**src/rtl/alu_op_sched_if.sv**
```systemverilog
// Request/response handshake bundle between a requester and alu_op_sched.
interface alu_op_sched_if;
   logic       req_valid;
   logic       req_ready;
   logic [2:0] req_op;
   logic [3:0] req_a;
   logic [3:0] req_b;
   logic       rsp_valid;
   logic       rsp_ready;
   logic [7:0] rsp_data;
   logic       rsp_err;

   modport master (
      output req_valid, req_op, req_a, req_b, rsp_ready,
      input  req_ready, rsp_valid, rsp_data, rsp_err
   );

   modport slave (
      input  req_valid, req_op, req_a, req_b, rsp_ready,
      output req_ready, rsp_valid, rsp_data, rsp_err
   );
endinterface

```
**src/rtl/alu_op_sched.sv**
```systemverilog
// ALU result-select sequencer: accepts one op, holds its one-hot select for
// the op's latency, captures the result register and hands it back.
//
// state | meaning
// IDLE  | ready for a request
// EXEC  | select held high, latency counter running down
// CAPT  | selects low, result register output valid, captured at the edge
// RESP  | response presented, waiting for rsp_ready
module alu_op_sched #(
   parameter int CMP_LAT = 1,
   parameter int ADD_LAT = 1,
   parameter int SUB_LAT = 1,
   parameter int DIV_LAT = 4,
   parameter int MUL_LAT = 2
) (
   input  logic         clk,
   input  logic         rst,
   alu_op_sched_if.slave bus,
   output logic [3:0]   A,
   output logic [3:0]   B,
   output logic         aCmp,
   output logic         aAdd,
   output logic         aSub,
   output logic         aDiv,
   output logic         aMul,
   input  logic [7:0]   res_in,
   output logic [7:0]   ops_cnt,
   output logic         busy
);

   if (CMP_LAT < 1 || CMP_LAT > 15 || ADD_LAT < 1 || ADD_LAT > 15 ||
       SUB_LAT < 1 || SUB_LAT > 15 || DIV_LAT < 1 || DIV_LAT > 15 ||
       MUL_LAT < 1 || MUL_LAT > 15) begin : g_bad_lat
      $error("alu_op_sched: latency parameters must lie in 1..15");
   end

   typedef enum logic [1:0] {IDLE, EXEC, CAPT, RESP} state_t;

   state_t      state_q, state_d;
   logic [3:0]  a_q, a_d;
   logic [3:0]  b_q, b_d;
   logic [4:0]  sel_q, sel_d;      // bit index equals opcode
   logic [3:0]  cnt_q, cnt_d;
   logic        rsp_valid_q, rsp_valid_d;
   logic [7:0]  rsp_data_q, rsp_data_d;
   logic        rsp_err_q, rsp_err_d;
   logic [7:0]  ops_q, ops_d;

   function automatic logic [3:0] lat_of(input logic [2:0] op);
      case (op)
         3'd0:    lat_of = 4'(CMP_LAT);
         3'd1:    lat_of = 4'(ADD_LAT);
         3'd2:    lat_of = 4'(SUB_LAT);
         3'd3:    lat_of = 4'(DIV_LAT);
         default: lat_of = 4'(MUL_LAT);
      endcase
   endfunction

   // Next-state and next-output logic for the sequencer.
   always_comb begin
      state_d     = state_q;
      a_d         = a_q;
      b_d         = b_q;
      sel_d       = sel_q;
      cnt_d       = cnt_q;
      rsp_valid_d = rsp_valid_q;
      rsp_data_d  = rsp_data_q;
      rsp_err_d   = rsp_err_q;
      ops_d       = ops_q;
      case (state_q)
         IDLE: begin
            if (bus.req_valid) begin
               a_d = bus.req_a;
               b_d = bus.req_b;
               if (bus.req_op <= 3'd4) begin
                  sel_d   = 5'd1 << bus.req_op;
                  cnt_d   = lat_of(bus.req_op) - 4'd1;
                  state_d = EXEC;
               end else begin
                  rsp_valid_d = 1'b1;
                  rsp_data_d  = 8'h00;
                  rsp_err_d   = 1'b1;
                  state_d     = RESP;
               end
            end
         end
         EXEC: begin
            if (cnt_q == 4'd0) begin
               sel_d   = 5'd0;
               state_d = CAPT;
            end else begin
               cnt_d = cnt_q - 4'd1;
            end
         end
         CAPT: begin
            rsp_valid_d = 1'b1;
            rsp_data_d  = res_in;
            rsp_err_d   = 1'b0;
            state_d     = RESP;
         end
         RESP: begin
            if (bus.rsp_ready) begin
               rsp_valid_d = 1'b0;
               state_d     = IDLE;
               if (!rsp_err_q) begin
                  ops_d = ops_q + 8'd1;
               end
            end
         end
         default: state_d = IDLE;
      endcase
   end

   // State registers; async reset also drops the selects immediately.
   always_ff @(posedge clk or posedge rst) begin
      if (rst) begin
         state_q     <= IDLE;
         a_q         <= 4'd0;
         b_q         <= 4'd0;
         sel_q       <= 5'd0;
         cnt_q       <= 4'd0;
         rsp_valid_q <= 1'b0;
         rsp_data_q  <= 8'h00;
         rsp_err_q   <= 1'b0;
         ops_q       <= 8'd0;
      end else begin
         state_q     <= state_d;
         a_q         <= a_d;
         b_q         <= b_d;
         sel_q       <= sel_d;
         cnt_q       <= cnt_d;
         rsp_valid_q <= rsp_valid_d;
         rsp_data_q  <= rsp_data_d;
         rsp_err_q   <= rsp_err_d;
         ops_q       <= ops_d;
      end
   end

   assign bus.req_ready = (state_q == IDLE) && !rst;
   assign bus.rsp_valid = rsp_valid_q;
   assign bus.rsp_data  = rsp_data_q;
   assign bus.rsp_err   = rsp_err_q;
   assign A             = a_q;
   assign B             = b_q;
   assign aCmp          = sel_q[0];
   assign aAdd          = sel_q[1];
   assign aSub          = sel_q[2];
   assign aDiv          = sel_q[3];
   assign aMul          = sel_q[4];
   assign ops_cnt       = ops_q;
   assign busy          = (state_q != IDLE);

   a_sel_onehot: assert property (@(posedge clk) disable iff (rst) $onehot0(sel_q));
   a_sel_in_exec: assert property (@(posedge clk) disable iff (rst)
                                   (sel_q != 5'd0) |-> (state_q == EXEC));

endmodule

```
**src/flat_wrapper.sv**
```systemverilog
// flat-port wrapper written by rule: the top's interface ports become plain ports
module alu_op_sched_flat 
#(
   parameter int CMP_LAT = 1,
   parameter int ADD_LAT = 1,
   parameter int SUB_LAT = 1,
   parameter int DIV_LAT = 4,
   parameter int MUL_LAT = 2
)
  (clk, rst, A, B, aCmp, aAdd, aSub, aDiv, aMul, res_in, ops_cnt, busy, bus_req_valid, bus_req_op, bus_req_a, bus_req_b, bus_rsp_ready, bus_req_ready, bus_rsp_valid, bus_rsp_data, bus_rsp_err);
  alu_op_sched_if bus_i ();
  input  logic clk;
  input  logic rst;
  output logic [3:0] A;
  output logic [3:0] B;
  output logic aCmp;
  output logic aAdd;
  output logic aSub;
  output logic aDiv;
  output logic aMul;
  input  logic [7:0] res_in;
  output logic [7:0] ops_cnt;
  output logic busy;
  input wire logic [$bits(bus_i.req_valid)-1:0] bus_req_valid;
  input wire logic [$bits(bus_i.req_op)-1:0] bus_req_op;
  input wire logic [$bits(bus_i.req_a)-1:0] bus_req_a;
  input wire logic [$bits(bus_i.req_b)-1:0] bus_req_b;
  input wire logic [$bits(bus_i.rsp_ready)-1:0] bus_rsp_ready;
  output wire logic [$bits(bus_i.req_ready)-1:0] bus_req_ready;
  output wire logic [$bits(bus_i.rsp_valid)-1:0] bus_rsp_valid;
  output wire logic [$bits(bus_i.rsp_data)-1:0] bus_rsp_data;
  output wire logic [$bits(bus_i.rsp_err)-1:0] bus_rsp_err;
  assign bus_i.req_valid = bus_req_valid;
  assign bus_i.req_op = bus_req_op;
  assign bus_i.req_a = bus_req_a;
  assign bus_i.req_b = bus_req_b;
  assign bus_i.rsp_ready = bus_rsp_ready;
  assign bus_req_ready = bus_i.req_ready;
  assign bus_rsp_valid = bus_i.rsp_valid;
  assign bus_rsp_data = bus_i.rsp_data;
  assign bus_rsp_err = bus_i.rsp_err;
  alu_op_sched #(.CMP_LAT(CMP_LAT), .ADD_LAT(ADD_LAT), .SUB_LAT(SUB_LAT), .DIV_LAT(DIV_LAT), .MUL_LAT(MUL_LAT)) u_core (.clk(clk), .rst(rst), .bus(bus_i), .A(A), .B(B), .aCmp(aCmp), .aAdd(aAdd), .aSub(aSub), .aDiv(aDiv), .aMul(aMul), .res_in(res_in), .ops_cnt(ops_cnt), .busy(busy));
endmodule
```
**config.mk**
```make
export PLATFORM = sky130hd
export DESIGN_NAME = alu_op_sched_flat
export DESIGN_NICKNAME = d
export VERILOG_FILES = /design/src/rtl/alu_op_sched_if.sv /design/src/rtl/alu_op_sched.sv /design/src/flat_wrapper.sv
export SDC_FILE = /design/constraint.sdc
export NUM_CORES = 1
export LEC_CHECK = 0
export CAP_MARGIN = 5
export CORE_MARGIN = 2
export CORE_UTILIZATION = 48
export CTS_BUF_LIST = sky130_fd_sc_hd__clkbuf_4
export CTS_CLUSTER_SIZE = 25
export DETAILED_ROUTE_END_ITERATION = 8
export PLACE_DENSITY = 0.82
export SLEW_MARGIN = 10
export SYNTH_ARGS = -nofsm -noshare
export SYNTH_HDL_FRONTEND = slang
export SYNTH_SLANG_ARGS = --single-unit
export TNS_END_PERCENT = 1
```
**constraint.sdc**
```tcl
create_clock -name clk -period 2.3 [get_ports clk]
set_input_delay 0.69 -clock clk [delete_from_list [all_inputs] [get_ports clk]]
set_output_delay 0.69 -clock clk [all_outputs]
set_load 0.02 [all_outputs]
```
==> metrics.md <==
| Metric | Value |
|---|---|
| WS Path Type | `register to output port` |
| Die ar. | `approximately 0.0042 mm^2` |
| Wire length per cell | `around 15 um` |
| Die Height | `64.8 um` |
| Largest net degree at the start of global routing | `38` |
| Critical Path Max Stage Delay | `420 ps` |
| Total power | `between 3 and 4 mW` |
| FF+latch count, synth | `37` |
| Cts hold-fix bufs | `0` |
| Worst Path Arrival | `between 1500 and 2000 ps` |
| DRT Pass-1 Iters | `4` |
| Hold_sp | `u_core.ops_cnt[7]$_DFFE_PP0P_` |
| Most frequent cells in the layout | `clkdlybuf4s50_1, dfrtp_1, buf_4` |
| Slew HR | `63.4%` |
| Area after DPL | `about 0.0024 mm^2` |
| Max clock buf depth | `2` |
| Clock tree root driver cell | `clkbuf_4` |
| Finished Cell Area | `~0.0025 mm^2` |
| CP required | `between 1500 and 2000 ps` |
| Most used DFF post-synth | `dfrtp_1` |
| Area Overhead vs Synth | `41.8%` |
| Crit-path most repeated cell | `inv_1` |
| CP Launch Point | `u_core.state_q[1]$_DFFE_PP0P_` |
| CTS tree | `yes` |
| Vias in the first global route | `between 1,000 and 1,500` |
| Worst-skew pair later-pin latency | `between 300 and 400 ps` |
| Fin crit share | `a little over nine tenths` |
| Worst-path clk slew | `110 ps` |
| Post-synth EDFFs | `0` |
| Residual DRC | `0` |
| Total track usage | `19.7%` |
| Post-DP HPWL | `slightly below 3 mm` |
| Final Skew | `roughly 10 ps` |
| Post-synthesis xor/xnor area fraction | `3.46%` |
| Initial core utilization | `roughly 49%` |
| Max cap viols | `0` |
| Syn Area/Cell | `about 12 um^2` |
| Initial DRC count | `between 40 and 50` |
| Hold Vio Cnt, Final | `0` |
| Routed Antenna Nets | `0` |
| Largest family of logic cells by synthesized area | `compound AO/OA/AOI/OAI gates` |
| CP Cell Sequence | `inv_1 > ha_1 > inv_1 > nor2_1 > clkdlybuf4s15_2` |
| First-pass GRT wire length | `between 6 and 7 mm` |
| Final setup viols | `0` |
| Hold Path Sink | `u_core.ops_cnt[7]$_DFFE_PP0P_` |
| Std cell rows | `22` |
| Worst R2R Setup Slack | `~200 ps` |
| Cells on worst reg2reg path | `7` |
| H-tree depth | `2` |
| Commonest non-fill, non-tap cell in the layout | `clkdlybuf4s50_1` |
| Simple-gate share of the synthesized area | `under 10%` |
| Final Net Count | `239` |
| Min setup slack post-route | `slightly below 90 ps` |
| Clock sink count | `37` |
| Maximum operating frequency | `0.452 GHz` |
| Synth async-reset ratio | `100%` |
| Synthesized cell area | `around 0.0018 mm^2` |
| Fin util | `a little over two thirds` |
| Synth Area in Compound Gates | `around 16%` |
| Diodes inserted | `0` |
| Layout cells sized above 1 | `roughly a fifth` |
| Power Density | `about 1300 mW/mm^2` |
| Vias/cell | `between 5 and 6` |
| CP max stage cell | `dfrtp_1` |
| Setup WS pre-CTS | `-232 ps` |
| R2R Path End | `u_core.cnt_q[2]$_DFFE_PP0P_` |
| Routed WL | `slightly below 4 mm` |
| Slew @ Worst Pin | `about 550 ps` |
| Critical path capture point type | `output port` |
| P_leak | `1.12 nW` |
| Max Transition Viols Final | `0` |
| Initial antenna violation count | `0` |
| I/O pins | `56` |
| Mux contribution to synthesized area | `between 9 and 10%` |
| # fillers | `258` |
| Gr ovfl total | `0` |
| RePlAce Congestion | `roughly 0.75` |
| Worst-path fanout max | `4` |
| Seq/Total Area, Yosys | `a little over half` |
| RR Startpoint | `u_core.state_q[0]$_DFFE_PP0P_` |
| Yosys warns | `0` |
| Hold path cells | `1` |
| Synth Area in Adders | `under 10%` |
| Synthesized instance count | `between 100 and 150` |
| Synth unique cells | `42` |
| Die Width | `approximately 65 um` |
| Core Area | `about 0.0036 mm^2` |
| Post-route minimum period | `~2200 ps` |
| Buffers on Ports | `55` |
| Vias post-DR | `around 1,400` |
| Worst min path class | `register to register` |
| Number of buffers inserted during clock tree synthesis | `5` |
| Syn Nets | `172` |
| Outcome | `completed` |
| Crit start category | `register` |
| Peak VDD IR | `a little over 0.0008 V` |
[sequential cells by signal, summed over array words and instances, names as in the netlist]
name and count:
u_core.bus.rsp_data 8, u_core.ops_cnt 8, u_core.sel_q 5, u_core.A 4, u_core.B 4, u_core.cnt_q 4
u_core.state_q 2, u_core.bus.rsp_err 1, u_core.bus.rsp_valid 1
[metal layers]
layer	wire [um]	GRT usage, %	vias up
met2	2000	34.5	29
met5	0	0	-
met1	1660	24.0	672
met4	63	4.79	0
met3	163	5.21	8
li1	-	-	643
[synthesized netlist by cell type, types with 2 or more instances]
cell type / instances / area, um^2
xnor2_1: 6 / 52.6
buf_2: 5 / 25.0
a22o_1: 8 / 70.1
nand2_1: 6 / 22.5
and3_1: 2 / 12.5
mux2_4: 4 / 60.1
a21oi_1: 5 / 25.0
ha_1: 7 / 87.6
mux2_2: 9 / 101
o22a_1: 2 / 17.5
nand4_1: 3 / 18.8
a21boi_0: 2 / 15.0
nand3_1: 2 / 10.0
a21o_1: 2 / 15.0
o21ai_0: 2 / 10.0
nor2_1: 4 / 15.0
nor4b_1: 3 / 26.3
inv_1: 9 / 33.8
nor4_1: 2 / 12.5
dfrtp_1: 37 / 926
[through the flow]
stage	setup TNS [ps]	std cells	hold slack [ps]
CTS	0	255	487
finish	0	258	487
global route	-5.88	258	511
floorplan	0	142	533
detailed placement	-250	247	462
global placement	-184	247	467
[logic make-up after synthesis]
kind of cell,count (synthesis)
buffers and inverters,17
xor gates and xnor gates,7
AOI/OAI and AO/OA,33
adders and majority gates,7
DFF,37
and+or+nand+nor,27
muxes,14
[layout make-up]
cell class	instances	area, um^2	share of cell area (%)
flip-flops and latches	37	926	36.9
multi-input cells	88	764	30.4
repair buffers	68	649	25.8
well taps	48	60.1	2.39
clock buffers	6	45.0	1.79
clock inverters	2	33.8	1.34
inverters	9	33.8	1.34
[critical path: cells and delay by family (launching register included)]
kind          cells  cell delay [ps]
fa+ha+maj         1              170
buf+inv           3              470
flops             1              420
simple gates      1              120
[how the worst max path moves through the flow]
stage                    endpoint  slack (ps)  depth (start not counted)
floorplan           bus_req_ready         380                          5
global placement    bus_req_ready        -180                          3
detailed placement  bus_req_ready        -230                          3
CTS                          busy          20                          4
global route        bus_req_ready          -6                          5
finish              bus_req_ready          90                          5
[where the power goes]
group / internal (mW) / leakage [nW] / switching (mW) / total, mW
Combinational: 0.941 / 0.610 / 0.878 / 1.82
Clock: 0.238 / 0.0433 / 0.208 / 0.446
Sequential: 0.914 / 0.464 / 0.195 / 1.11
[what timing repair did]
item | CTS | global route
gates cloned | 0 | 0
buffers inserted | 0 | 3
endpoints found under the setup margin | 2 | 2
gates resized for setup | 4 | 1
(Power assumes the default switching activity.)
